## src/rtl/mips_pkg.sv

```systemverilog
`default_nettype none
//============================================================================
// Module      : mips_pkg
// Description : Shared MIPS pipeline definitions: architectural register
//               numbers, ALU operation width and encodings, and the control
//               bundle that travels from ID into EX.
// Revision    : 1.0 - initial release
//============================================================================
package mips_pkg;

    localparam logic [4:0] REG_ZERO = 5'd0;
    localparam logic [4:0] REG_RA   = 5'd31;

    localparam int ALU_OP_W = 4;

    localparam logic [ALU_OP_W-1:0] ALU_ADD = 4'd0;
    localparam logic [ALU_OP_W-1:0] ALU_SUB = 4'd1;
    localparam logic [ALU_OP_W-1:0] ALU_AND = 4'd2;
    localparam logic [ALU_OP_W-1:0] ALU_OR  = 4'd3;
    localparam logic [ALU_OP_W-1:0] ALU_XOR = 4'd4;
    localparam logic [ALU_OP_W-1:0] ALU_NOR = 4'd5;
    localparam logic [ALU_OP_W-1:0] ALU_SLT = 4'd6;
    localparam logic [ALU_OP_W-1:0] ALU_SLL = 4'd7;
    localparam logic [ALU_OP_W-1:0] ALU_SRL = 4'd8;
    localparam logic [ALU_OP_W-1:0] ALU_SRA = 4'd9;
    localparam logic [ALU_OP_W-1:0] ALU_LUI = 4'd10;

    // Control fields registered into EX (reg_dst is consumed in ID when the
    // destination is resolved, so it is not carried forward).
    typedef struct packed {
        logic                reg_write;
        logic                mem_read;
        logic                mem_write;
        logic                mem_to_reg;
        logic                alu_src;
        logic                jal;
        logic [ALU_OP_W-1:0] alu_op;
    } idex_ctrl_t;

    localparam idex_ctrl_t CTRL_NOP = '0;

endpackage
`default_nettype wire

```

## src/rtl/id_ex_stage_if.sv

```systemverilog
`default_nettype none
//============================================================================
// Module      : id_ex_stage_if
// Description : Bundle between the decode side and the ID/EX register.
//               master : decoder/testbench - drives id_*, q1/q2, flush,
//                        ex_hold; observes ex_*, id_stall, stall_count.
//               slave  : id_ex_stage - the reverse.
// Revision    : 1.0 - initial release
//============================================================================
interface id_ex_stage_if;
    import mips_pkg::*;

    logic                id_valid;
    logic [31:0]         id_pc;
    logic [4:0]          id_rs;
    logic [4:0]          id_rt;
    logic [4:0]          id_rd;
    logic [31:0]         id_imm;
    logic [31:0]         q1;
    logic [31:0]         q2;
    logic                id_reg_write;
    logic                id_mem_read;
    logic                id_mem_write;
    logic                id_mem_to_reg;
    logic                id_alu_src;
    logic                id_reg_dst;
    logic                id_jal;
    logic [ALU_OP_W-1:0] id_alu_op;
    logic                flush;
    logic                ex_hold;

    logic                ex_valid;
    logic [31:0]         ex_pc;
    logic [31:0]         ex_a;
    logic [31:0]         ex_b;
    logic [31:0]         ex_imm;
    logic [4:0]          ex_rs;
    logic [4:0]          ex_rt;
    logic [4:0]          ex_dst;
    logic                ex_reg_write;
    logic                ex_mem_read;
    logic                ex_mem_write;
    logic                ex_mem_to_reg;
    logic                ex_alu_src;
    logic                ex_jal;
    logic [ALU_OP_W-1:0] ex_alu_op;
    logic                id_stall;
    logic [15:0]         stall_count;

    modport master (
        output id_valid, id_pc, id_rs, id_rt, id_rd, id_imm, q1, q2,
               id_reg_write, id_mem_read, id_mem_write, id_mem_to_reg,
               id_alu_src, id_reg_dst, id_jal, id_alu_op, flush, ex_hold,
        input  ex_valid, ex_pc, ex_a, ex_b, ex_imm, ex_rs, ex_rt, ex_dst,
               ex_reg_write, ex_mem_read, ex_mem_write, ex_mem_to_reg,
               ex_alu_src, ex_jal, ex_alu_op, id_stall, stall_count
    );

    modport slave (
        input  id_valid, id_pc, id_rs, id_rt, id_rd, id_imm, q1, q2,
               id_reg_write, id_mem_read, id_mem_write, id_mem_to_reg,
               id_alu_src, id_reg_dst, id_jal, id_alu_op, flush, ex_hold,
        output ex_valid, ex_pc, ex_a, ex_b, ex_imm, ex_rs, ex_rt, ex_dst,
               ex_reg_write, ex_mem_read, ex_mem_write, ex_mem_to_reg,
               ex_alu_src, ex_jal, ex_alu_op, id_stall, stall_count
    );

endinterface
`default_nettype wire

```

## src/rtl/id_ex_stage_hazard_unit.sv

```systemverilog
`default_nettype none
//============================================================================
// Module      : hazard_unit
// Description : Combinational load-use detector. Flags when the instruction
//               in EX is a valid load whose (non-zero) destination is a
//               source of the valid instruction in ID.
//   ex_valid, ex_mem_read, ex_dst : instruction currently in EX
//   id_valid, id_rs, id_rt        : instruction currently in ID
//   load_use                      : hazard, ID must wait one cycle
// Revision    : 1.0 - initial release
//============================================================================
module hazard_unit
    import mips_pkg::*;
(
    input  wire logic       ex_valid,
    input  wire logic       ex_mem_read,
    input  wire logic [4:0] ex_dst,
    input  wire logic       id_valid,
    input  wire logic [4:0] id_rs,
    input  wire logic [4:0] id_rt,
    output logic            load_use
);

    // $zero never carries a real dependency, so it is excluded.
    assign load_use = ex_valid & ex_mem_read & id_valid &
                      (ex_dst != REG_ZERO) &
                      ((ex_dst == id_rs) | (ex_dst == id_rt));

endmodule
`default_nettype wire

```

## src/rtl/id_ex_stage.sv

```systemverilog
`default_nettype none
//============================================================================
// Module      : id_ex_stage
// Description : ID/EX pipeline register with load-use bubble insertion,
//               branch flush, downstream hold and a saturating count of
//               load-use stall cycles.
//   clk   : rising-edge clock
//   reset : asynchronous, active-low clear of all ex_* state and counter
//   bus   : id_ex_stage_if.slave - ID inputs, EX outputs, id_stall,
//           stall_count
// Revision    : 1.0 - initial release
//============================================================================
module id_ex_stage
    import mips_pkg::*;
(
    input  wire logic    clk,
    input  wire logic    reset,
    id_ex_stage_if.slave bus
);

    logic        r_valid;
    logic [31:0] r_pc;
    logic [31:0] r_a;
    logic [31:0] r_b;
    logic [31:0] r_imm;
    logic [4:0]  r_rs;
    logic [4:0]  r_rt;
    logic [4:0]  r_dst;
    idex_ctrl_t  r_ctrl;
    logic [15:0] r_stall_count;

    logic        w_load_use;
    logic [4:0]  w_dst;
    idex_ctrl_t  w_ctrl;

    hazard_unit u_hazard_unit (
        .ex_valid    (r_valid),
        .ex_mem_read (r_ctrl.mem_read),
        .ex_dst      (r_dst),
        .id_valid    (bus.id_valid),
        .id_rs       (bus.id_rs),
        .id_rt       (bus.id_rt),
        .load_use    (w_load_use)
    );

    // Destination resolution: jal links into $ra, R-type uses rd, else rt.
    assign w_dst = bus.id_jal     ? REG_RA :
                   bus.id_reg_dst ? bus.id_rd : bus.id_rt;

    // Controls are killed for an invalid slot; a write to $zero is dropped
    // here so later stages never have to special-case it.
    always_comb begin
        w_ctrl = CTRL_NOP;
        if (bus.id_valid) begin
            w_ctrl.reg_write  = bus.id_reg_write & (w_dst != REG_ZERO);
            w_ctrl.mem_read   = bus.id_mem_read;
            w_ctrl.mem_write  = bus.id_mem_write;
            w_ctrl.mem_to_reg = bus.id_mem_to_reg;
            w_ctrl.alu_src    = bus.id_alu_src;
            w_ctrl.jal        = bus.id_jal;
            w_ctrl.alu_op     = bus.id_alu_op;
        end
    end

    // Priority: hold freezes, then flush/load-use insert a fully zeroed
    // bubble, otherwise load the decode slot.
    always_ff @(posedge clk or negedge reset) begin
        if (!reset) begin
            r_valid <= 1'b0;
            r_pc    <= '0;
            r_a     <= '0;
            r_b     <= '0;
            r_imm   <= '0;
            r_rs    <= '0;
            r_rt    <= '0;
            r_dst   <= '0;
            r_ctrl  <= CTRL_NOP;
        end else if (bus.ex_hold) begin
            r_valid <= r_valid;
        end else if (bus.flush || w_load_use) begin
            r_valid <= 1'b0;
            r_pc    <= '0;
            r_a     <= '0;
            r_b     <= '0;
            r_imm   <= '0;
            r_rs    <= '0;
            r_rt    <= '0;
            r_dst   <= '0;
            r_ctrl  <= CTRL_NOP;
        end else begin
            r_valid <= bus.id_valid;
            r_pc    <= bus.id_pc;
            r_a     <= bus.q1;
            r_b     <= bus.q2;
            r_imm   <= bus.id_imm;
            r_rs    <= bus.id_rs;
            r_rt    <= bus.id_rt;
            r_dst   <= w_dst;
            r_ctrl  <= w_ctrl;
        end
    end

    // Counts load-use cycles even when a flush coincides; frozen under hold.
    always_ff @(posedge clk or negedge reset) begin
        if (!reset) begin
            r_stall_count <= '0;
        end else if (w_load_use && !bus.ex_hold && (r_stall_count != 16'hFFFF)) begin
            r_stall_count <= r_stall_count + 16'd1;
        end
    end

    assign bus.ex_valid      = r_valid;
    assign bus.ex_pc         = r_pc;
    assign bus.ex_a          = r_a;
    assign bus.ex_b          = r_b;
    assign bus.ex_imm        = r_imm;
    assign bus.ex_rs         = r_rs;
    assign bus.ex_rt         = r_rt;
    assign bus.ex_dst        = r_dst;
    assign bus.ex_reg_write  = r_ctrl.reg_write;
    assign bus.ex_mem_read   = r_ctrl.mem_read;
    assign bus.ex_mem_write  = r_ctrl.mem_write;
    assign bus.ex_mem_to_reg = r_ctrl.mem_to_reg;
    assign bus.ex_alu_src    = r_ctrl.alu_src;
    assign bus.ex_jal        = r_ctrl.jal;
    assign bus.ex_alu_op     = r_ctrl.alu_op;
    assign bus.id_stall      = w_load_use | bus.ex_hold;
    assign bus.stall_count   = r_stall_count;

endmodule
`default_nettype wire

```

## src/flat_wrapper.sv

```systemverilog
// flat-port wrapper written by rule: the top's interface ports become plain ports
module id_ex_stage_flat import mips_pkg::*;
  (clk, reset, bus_id_valid, bus_id_pc, bus_id_rs, bus_id_rt, bus_id_rd, bus_id_imm, bus_q1, bus_q2, bus_id_reg_write, bus_id_mem_read, bus_id_mem_write, bus_id_mem_to_reg, bus_id_alu_src, bus_id_reg_dst, bus_id_jal, bus_id_alu_op, bus_flush, bus_ex_hold, bus_ex_valid, bus_ex_pc, bus_ex_a, bus_ex_b, bus_ex_imm, bus_ex_rs, bus_ex_rt, bus_ex_dst, bus_ex_reg_write, bus_ex_mem_read, bus_ex_mem_write, bus_ex_mem_to_reg, bus_ex_alu_src, bus_ex_jal, bus_ex_alu_op, bus_id_stall, bus_stall_count);
  id_ex_stage_if bus_i ();
  input  wire logic clk;
  input  wire logic reset;
  input wire logic [$bits(bus_i.id_valid)-1:0] bus_id_valid;
  input wire logic [$bits(bus_i.id_pc)-1:0] bus_id_pc;
  input wire logic [$bits(bus_i.id_rs)-1:0] bus_id_rs;
  input wire logic [$bits(bus_i.id_rt)-1:0] bus_id_rt;
  input wire logic [$bits(bus_i.id_rd)-1:0] bus_id_rd;
  input wire logic [$bits(bus_i.id_imm)-1:0] bus_id_imm;
  input wire logic [$bits(bus_i.q1)-1:0] bus_q1;
  input wire logic [$bits(bus_i.q2)-1:0] bus_q2;
  input wire logic [$bits(bus_i.id_reg_write)-1:0] bus_id_reg_write;
  input wire logic [$bits(bus_i.id_mem_read)-1:0] bus_id_mem_read;
  input wire logic [$bits(bus_i.id_mem_write)-1:0] bus_id_mem_write;
  input wire logic [$bits(bus_i.id_mem_to_reg)-1:0] bus_id_mem_to_reg;
  input wire logic [$bits(bus_i.id_alu_src)-1:0] bus_id_alu_src;
  input wire logic [$bits(bus_i.id_reg_dst)-1:0] bus_id_reg_dst;
  input wire logic [$bits(bus_i.id_jal)-1:0] bus_id_jal;
  input wire logic [$bits(bus_i.id_alu_op)-1:0] bus_id_alu_op;
  input wire logic [$bits(bus_i.flush)-1:0] bus_flush;
  input wire logic [$bits(bus_i.ex_hold)-1:0] bus_ex_hold;
  output wire logic [$bits(bus_i.ex_valid)-1:0] bus_ex_valid;
  output wire logic [$bits(bus_i.ex_pc)-1:0] bus_ex_pc;
  output wire logic [$bits(bus_i.ex_a)-1:0] bus_ex_a;
  output wire logic [$bits(bus_i.ex_b)-1:0] bus_ex_b;
  output wire logic [$bits(bus_i.ex_imm)-1:0] bus_ex_imm;
  output wire logic [$bits(bus_i.ex_rs)-1:0] bus_ex_rs;
  output wire logic [$bits(bus_i.ex_rt)-1:0] bus_ex_rt;
  output wire logic [$bits(bus_i.ex_dst)-1:0] bus_ex_dst;
  output wire logic [$bits(bus_i.ex_reg_write)-1:0] bus_ex_reg_write;
  output wire logic [$bits(bus_i.ex_mem_read)-1:0] bus_ex_mem_read;
  output wire logic [$bits(bus_i.ex_mem_write)-1:0] bus_ex_mem_write;
  output wire logic [$bits(bus_i.ex_mem_to_reg)-1:0] bus_ex_mem_to_reg;
  output wire logic [$bits(bus_i.ex_alu_src)-1:0] bus_ex_alu_src;
  output wire logic [$bits(bus_i.ex_jal)-1:0] bus_ex_jal;
  output wire logic [$bits(bus_i.ex_alu_op)-1:0] bus_ex_alu_op;
  output wire logic [$bits(bus_i.id_stall)-1:0] bus_id_stall;
  output wire logic [$bits(bus_i.stall_count)-1:0] bus_stall_count;
  assign bus_i.id_valid = bus_id_valid;
  assign bus_i.id_pc = bus_id_pc;
  assign bus_i.id_rs = bus_id_rs;
  assign bus_i.id_rt = bus_id_rt;
  assign bus_i.id_rd = bus_id_rd;
  assign bus_i.id_imm = bus_id_imm;
  assign bus_i.q1 = bus_q1;
  assign bus_i.q2 = bus_q2;
  assign bus_i.id_reg_write = bus_id_reg_write;
  assign bus_i.id_mem_read = bus_id_mem_read;
  assign bus_i.id_mem_write = bus_id_mem_write;
  assign bus_i.id_mem_to_reg = bus_id_mem_to_reg;
  assign bus_i.id_alu_src = bus_id_alu_src;
  assign bus_i.id_reg_dst = bus_id_reg_dst;
  assign bus_i.id_jal = bus_id_jal;
  assign bus_i.id_alu_op = bus_id_alu_op;
  assign bus_i.flush = bus_flush;
  assign bus_i.ex_hold = bus_ex_hold;
  assign bus_ex_valid = bus_i.ex_valid;
  assign bus_ex_pc = bus_i.ex_pc;
  assign bus_ex_a = bus_i.ex_a;
  assign bus_ex_b = bus_i.ex_b;
  assign bus_ex_imm = bus_i.ex_imm;
  assign bus_ex_rs = bus_i.ex_rs;
  assign bus_ex_rt = bus_i.ex_rt;
  assign bus_ex_dst = bus_i.ex_dst;
  assign bus_ex_reg_write = bus_i.ex_reg_write;
  assign bus_ex_mem_read = bus_i.ex_mem_read;
  assign bus_ex_mem_write = bus_i.ex_mem_write;
  assign bus_ex_mem_to_reg = bus_i.ex_mem_to_reg;
  assign bus_ex_alu_src = bus_i.ex_alu_src;
  assign bus_ex_jal = bus_i.ex_jal;
  assign bus_ex_alu_op = bus_i.ex_alu_op;
  assign bus_id_stall = bus_i.id_stall;
  assign bus_stall_count = bus_i.stall_count;
  id_ex_stage u_core (.clk(clk), .reset(reset), .bus(bus_i));
endmodule
```

## config.mk

```make
export PLATFORM = sky130hd
export DESIGN_NAME = id_ex_stage_flat
export DESIGN_NICKNAME = d
export VERILOG_FILES = /design/src/rtl/mips_pkg.sv /design/src/rtl/id_ex_stage_if.sv /design/src/rtl/id_ex_stage_hazard_unit.sv /design/src/rtl/id_ex_stage.sv /design/src/flat_wrapper.sv
export SDC_FILE = /design/constraint.sdc
export NUM_CORES = 1
export LEC_CHECK = 0
export BUFFER_PORTS_ARGS = -buffer_cell sky130_fd_sc_hd__buf_2
export CORE_AREA = 2 2 128 130
export CTS_CLUSTER_SIZE = 28
export DETAILED_ROUTE_END_ITERATION = 16
export DIE_AREA = 0 0 130 132
export MAX_ROUTING_LAYER = met4
export PLACE_DENSITY_LB_ADDON = 0.12
export RECOVER_POWER = 25
export SETUP_SLACK_MARGIN = 0.05
export SYNTH_ARGS = -nofsm -noshare
export SYNTH_HDL_FRONTEND = slang
export SYNTH_HIERARCHICAL = 1
export SYNTH_SLANG_ARGS = --single-unit
```

## constraint.sdc

```tcl
create_clock -name clk -period 2.3 [get_ports clk]
set_clock_uncertainty 0.05 [all_clocks]
set_input_delay 0.115 -clock clk [delete_from_list [all_inputs] [get_ports clk]]
set_output_delay 0.115 -clock clk [all_outputs]
set_load 0.05 [all_outputs]
```

==> results.txt <==
----------------------------------------------------
[Run status]
  Run status ... finished, violations left
  Violations in the final reports ... setup timing

[Min path]
  Worst min-delay path class ... in2reg

[Placement]
  Port Buffer Count ... 329
  Total half-perimeter wirelength after legalization and detailed placement ... 13,200 µm
  GPL Wtd Cong ... 0.811

[Clock network]
  TritonCTS Buffers ... 17
  Root buffer cell ... clkbuf_16
  H-Tree Depth ... 4
  Buffer levels on the longest clock path ... 2
  Later-pin clock latency in the skew report ... between 0.4 and 0.5 ns
  Number of clock sinks ... 170
  CTS tree ... yes
  Clock slew at reported path FFs ... 0.07 ns

[Synth]
  Main combinational cell family by area after synthesis ... compound AO/OA/AOI/OAI gates
  Net count of the mapped netlist ... between 600 and 700
  Post-synthesis share of cell area spent on full adders, half adders and majority gates ... 0.00197
  Library cell with the largest summed area after synthesis ... dfrtp_1
  Cell count after synthesis ... 447
  Post-Synthesis Cell Area ... around 0.0063 mm²
  Synth top cells by count ... dfrtp_1, a22o_1, clkbuf_1
  Total of warnings raised by yosys ... 6
  Dominant register cell in the synthesized netlist ... dfrtp_1
  Unique cell type count in the Yosys netlist ... 34
  Simple logic cell fraction of the synthesized area ... 0.0438
  Top-area cell type share of the netlist area ... 0.670
  Area fraction in compound gates after synthesis ... 0.218
  Async set-or-reset flop fraction in the synthesized netlist ... 1.00
  Portion of netlist area occupied by mux cells ... 0.00591
  Most common cell in the synthesized netlist ... dfrtp_1
  Mean cell area of the mapped netlist ... 14.2 µm²
  Area contributors post-synth ... dfrtp_1, a22o_1, xnor2_1
  Number of flops mapped to enable cells by yosys ... 0
  Sequential area share after synthesis ... 0.670
  Xor/xnor share of the synthesized area ... 0.0345
  Number of storage elements in the synthesis netlist ... 170

[STA]
  Worst-case setup margin in the final layout ... -0.0131 ns
  Max frequency ... 432 MHz
  Unrepaired setup endpoints after global routing ... yes
  Final Hold Fails ... 0
  Count of pins over their slew limit ... 0
  Pin slew with the least headroom to its limit ... ~1.2 ns
  Final min period ... ~2.3 ns
  Relative slew margins ... 0.194
  Total negative setup slack ... -0.0549 ns
  Number of endpoints failing setup at the final stage ... 13
  Tcrit/Tclk final ... 1.01

[Route]
  Remaining routing DRC violations ... 0
  Number of vias after detailed routing ... slightly above 6,000
  Detailed-route wire length ... ~23,000 µm
  Post-detailed-route wirelength per cell ... 19.2 µm
  Number of iterations in the first detailed-routing pass ... 4
  DRT iter0 DRCs ... 352
  Per-cell via count in the routed design ... 5.12
  Number of nets with antenna violations after routing ... 0

[Die]
  # IOs ... 330
  Die area ... between 0.015 and 0.02 mm²
  Y dimension of the die ... 132 µm
  Initial core utilization ... 0.404
  Die width ... between 100 and 150 µm
  Cell Rows ... 46
  Core Box Area ... about 0.016 mm²

[Pwr]
  PnR Total Power ... just over 0.008 W
  Maximum resistive drop on vdd ... roughly 0.0005 V
  Static Leak ... 5.66 nW
  Cell Pwr Density ... between 700 and 800 mW/mm²

[Global routing]
  Maximum number of pins on one net before global-route repair ... roughly 130
  All-Layer GR Usage ... 0.265
  Number of global-route vias before repair ... around 6,500
  Initial antenna violation count ... 2
  First-pass GRT wire length ... around 34,000 µm
  Remaining global-route overflow ... 0

[Setup path]
  Largest fanout on the critical path ... 8
  Critical path launch point type ... flip-flop
  Critical path start-end classification ... reg2reg
  Critical path capture point type ... flip-flop
  Arrival time of the worst setup path ... about 2.6 ns
  Critical path data required time ... 2.61 ns

[Layout]
  Ratio of cells with drive above 1 in the final layout ... 0.431
  Combined area of the multi-input logic cells ... approximately 0.0020 mm²
  Sequential cell area ... 0.00426 mm²
  Number of nets at the end of the flow ... 1,108
  Layout overhead on the synthesized area ... 70.4%
  Fill cell instance count of the final layout ... about 1,100

[Job]
  Number of max-cap violations ... 0

----------------------------------------------------
==> final cells by class <==
| cell class | count | area share |
|---|---|---|
| tap | 216 | 0.0250 |
| antenna | 2 | 0.000463 |
| multi-input combinational | 241 | 0.185 |
| sequential | 170 | 0.394 |
| timing repair buffer | 517 | 0.341 |
| inverter | 1 | 0.000347 |
| clock buffer | 20 | 0.0422 |
| clock inverter | 12 | 0.0126 |
==> final timing paths <==
path,endpoint,start,slack (ns),cells past startpoint
hold reg to reg,u_core/bus.ex_reg_write,u_core/bus.ex_reg_write,0.45,1
setup / recovery,u_core/bus.ex_pc[18],u_core/bus.ex_dst[3],-0.01,8
min in group asynchronous,u_core/bus.ex_imm[14],reset,0.42,2
setup reg to reg,u_core/bus.ex_pc[18],u_core/bus.ex_dst[3],-0.01,8
hold / removal,u_core/bus.ex_dst[2],bus_id_rd[2],0.07,4
max in group asynchronous,u_core/bus.stall_count[9],reset,0.56,3
==> worst max-delay path, cell delays in order (launching register included) <==
cell       delay (ns)
dfrtp_2          0.40
or4_4            0.55
o2111ai_4        0.22
a21oi_4          0.06
or2_4            0.25
nor2_4           0.17
buf_6            0.20
buf_4            0.19
a22o_1           0.14
==> stage by stage <==
step | hold WS (ns) | cell area (µm²) | util | setup WS (ns) | cells
2_1_floorplan | -0.231 | 6410 | - | 0.0114 | 447
3_3_place_gp | 0.0231 | 8300 | 0.528 | -0.0351 | 973
4_1_cts | 0.0599 | 10800 | 0.687 | -0.0562 | 1177
5_1_grt | 0.0798 | 10800 | 0.689 | -0.0943 | 1179
3_5_place_dp | 0.0264 | 8300 | 0.528 | -0.116 | 973
6_report | 0.0741 | 10800 | 0.689 | -0.0131 | 1179
==> power by group <==
group | total (W) | internal (W) | leakage, nW | switching [W]
Combinational | 0.00189 | 0.000667 | 3.15 | 0.00122
Clock | 0.00287 | 0.00167 | 0.283 | 0.00120
Sequential | 0.00333 | 0.00320 | 2.22 | 0.000128
==> routing by layer <==
layer | vias to the layer above | part of all wire | GRT usage
met5 | - | 0 | -
met4 | 0 | 0.028 | 0.114
met3 | 51 | 0.070 | 0.0609
met2 | 304 | 0.51 | 0.444
met1 | 2966 | 0.39 | 0.303
li1 | 2711 | - | -
==> cell usage in the layout (no fill, tap or decap), drive strengths merged <==
master / n
ha: 1
a211oi: 3
mux2: 3
a22o: 147
or3: 1
o2111ai: 2
and3: 1
or2: 1
dlygate4sd3: 152
and4: 1
dfrtp: 170
nor3: 4
clkinv: 4
nand4: 8
nand4b: 1
o21ai: 5
bufinv: 2
diode: 2
a21oi: 1
clkbuf: 29
or4: 2
clkinvlp: 3
xnor2: 13
nor2b: 4
nand3: 7
inv: 4
and2: 1
a21o: 1
o41a: 1
a32o: 1
nand2: 10
xor2: 12
buf: 356
nor4: 2
nor2: 8
==> cells by family after synthesis <==
logic type               Yosys count
flip-flops                       170
AO/OA/AOI/OAI                    161
AND/OR/NAND/NOR                   51
buffers and inverters             36
XOR/XNOR                          25
multiplexers                       3
adder cells (fa/ha/maj)            1
==> repair_timing <==
| item | CTS | global route |
|---|---|---|
| setup buffers | 14 | 0 |
| gates resized for setup | 20 | 9 |
| hold buffers | 152 | 0 |
| endpoints found under the setup margin | 158 | 166 |
| endpoints found under the hold margin | 206 | 0 |
| pin swaps | 10 | 15 |
| gates cloned | 7 | 5 |
Note: power is estimated with default switching activity, not from simulation.
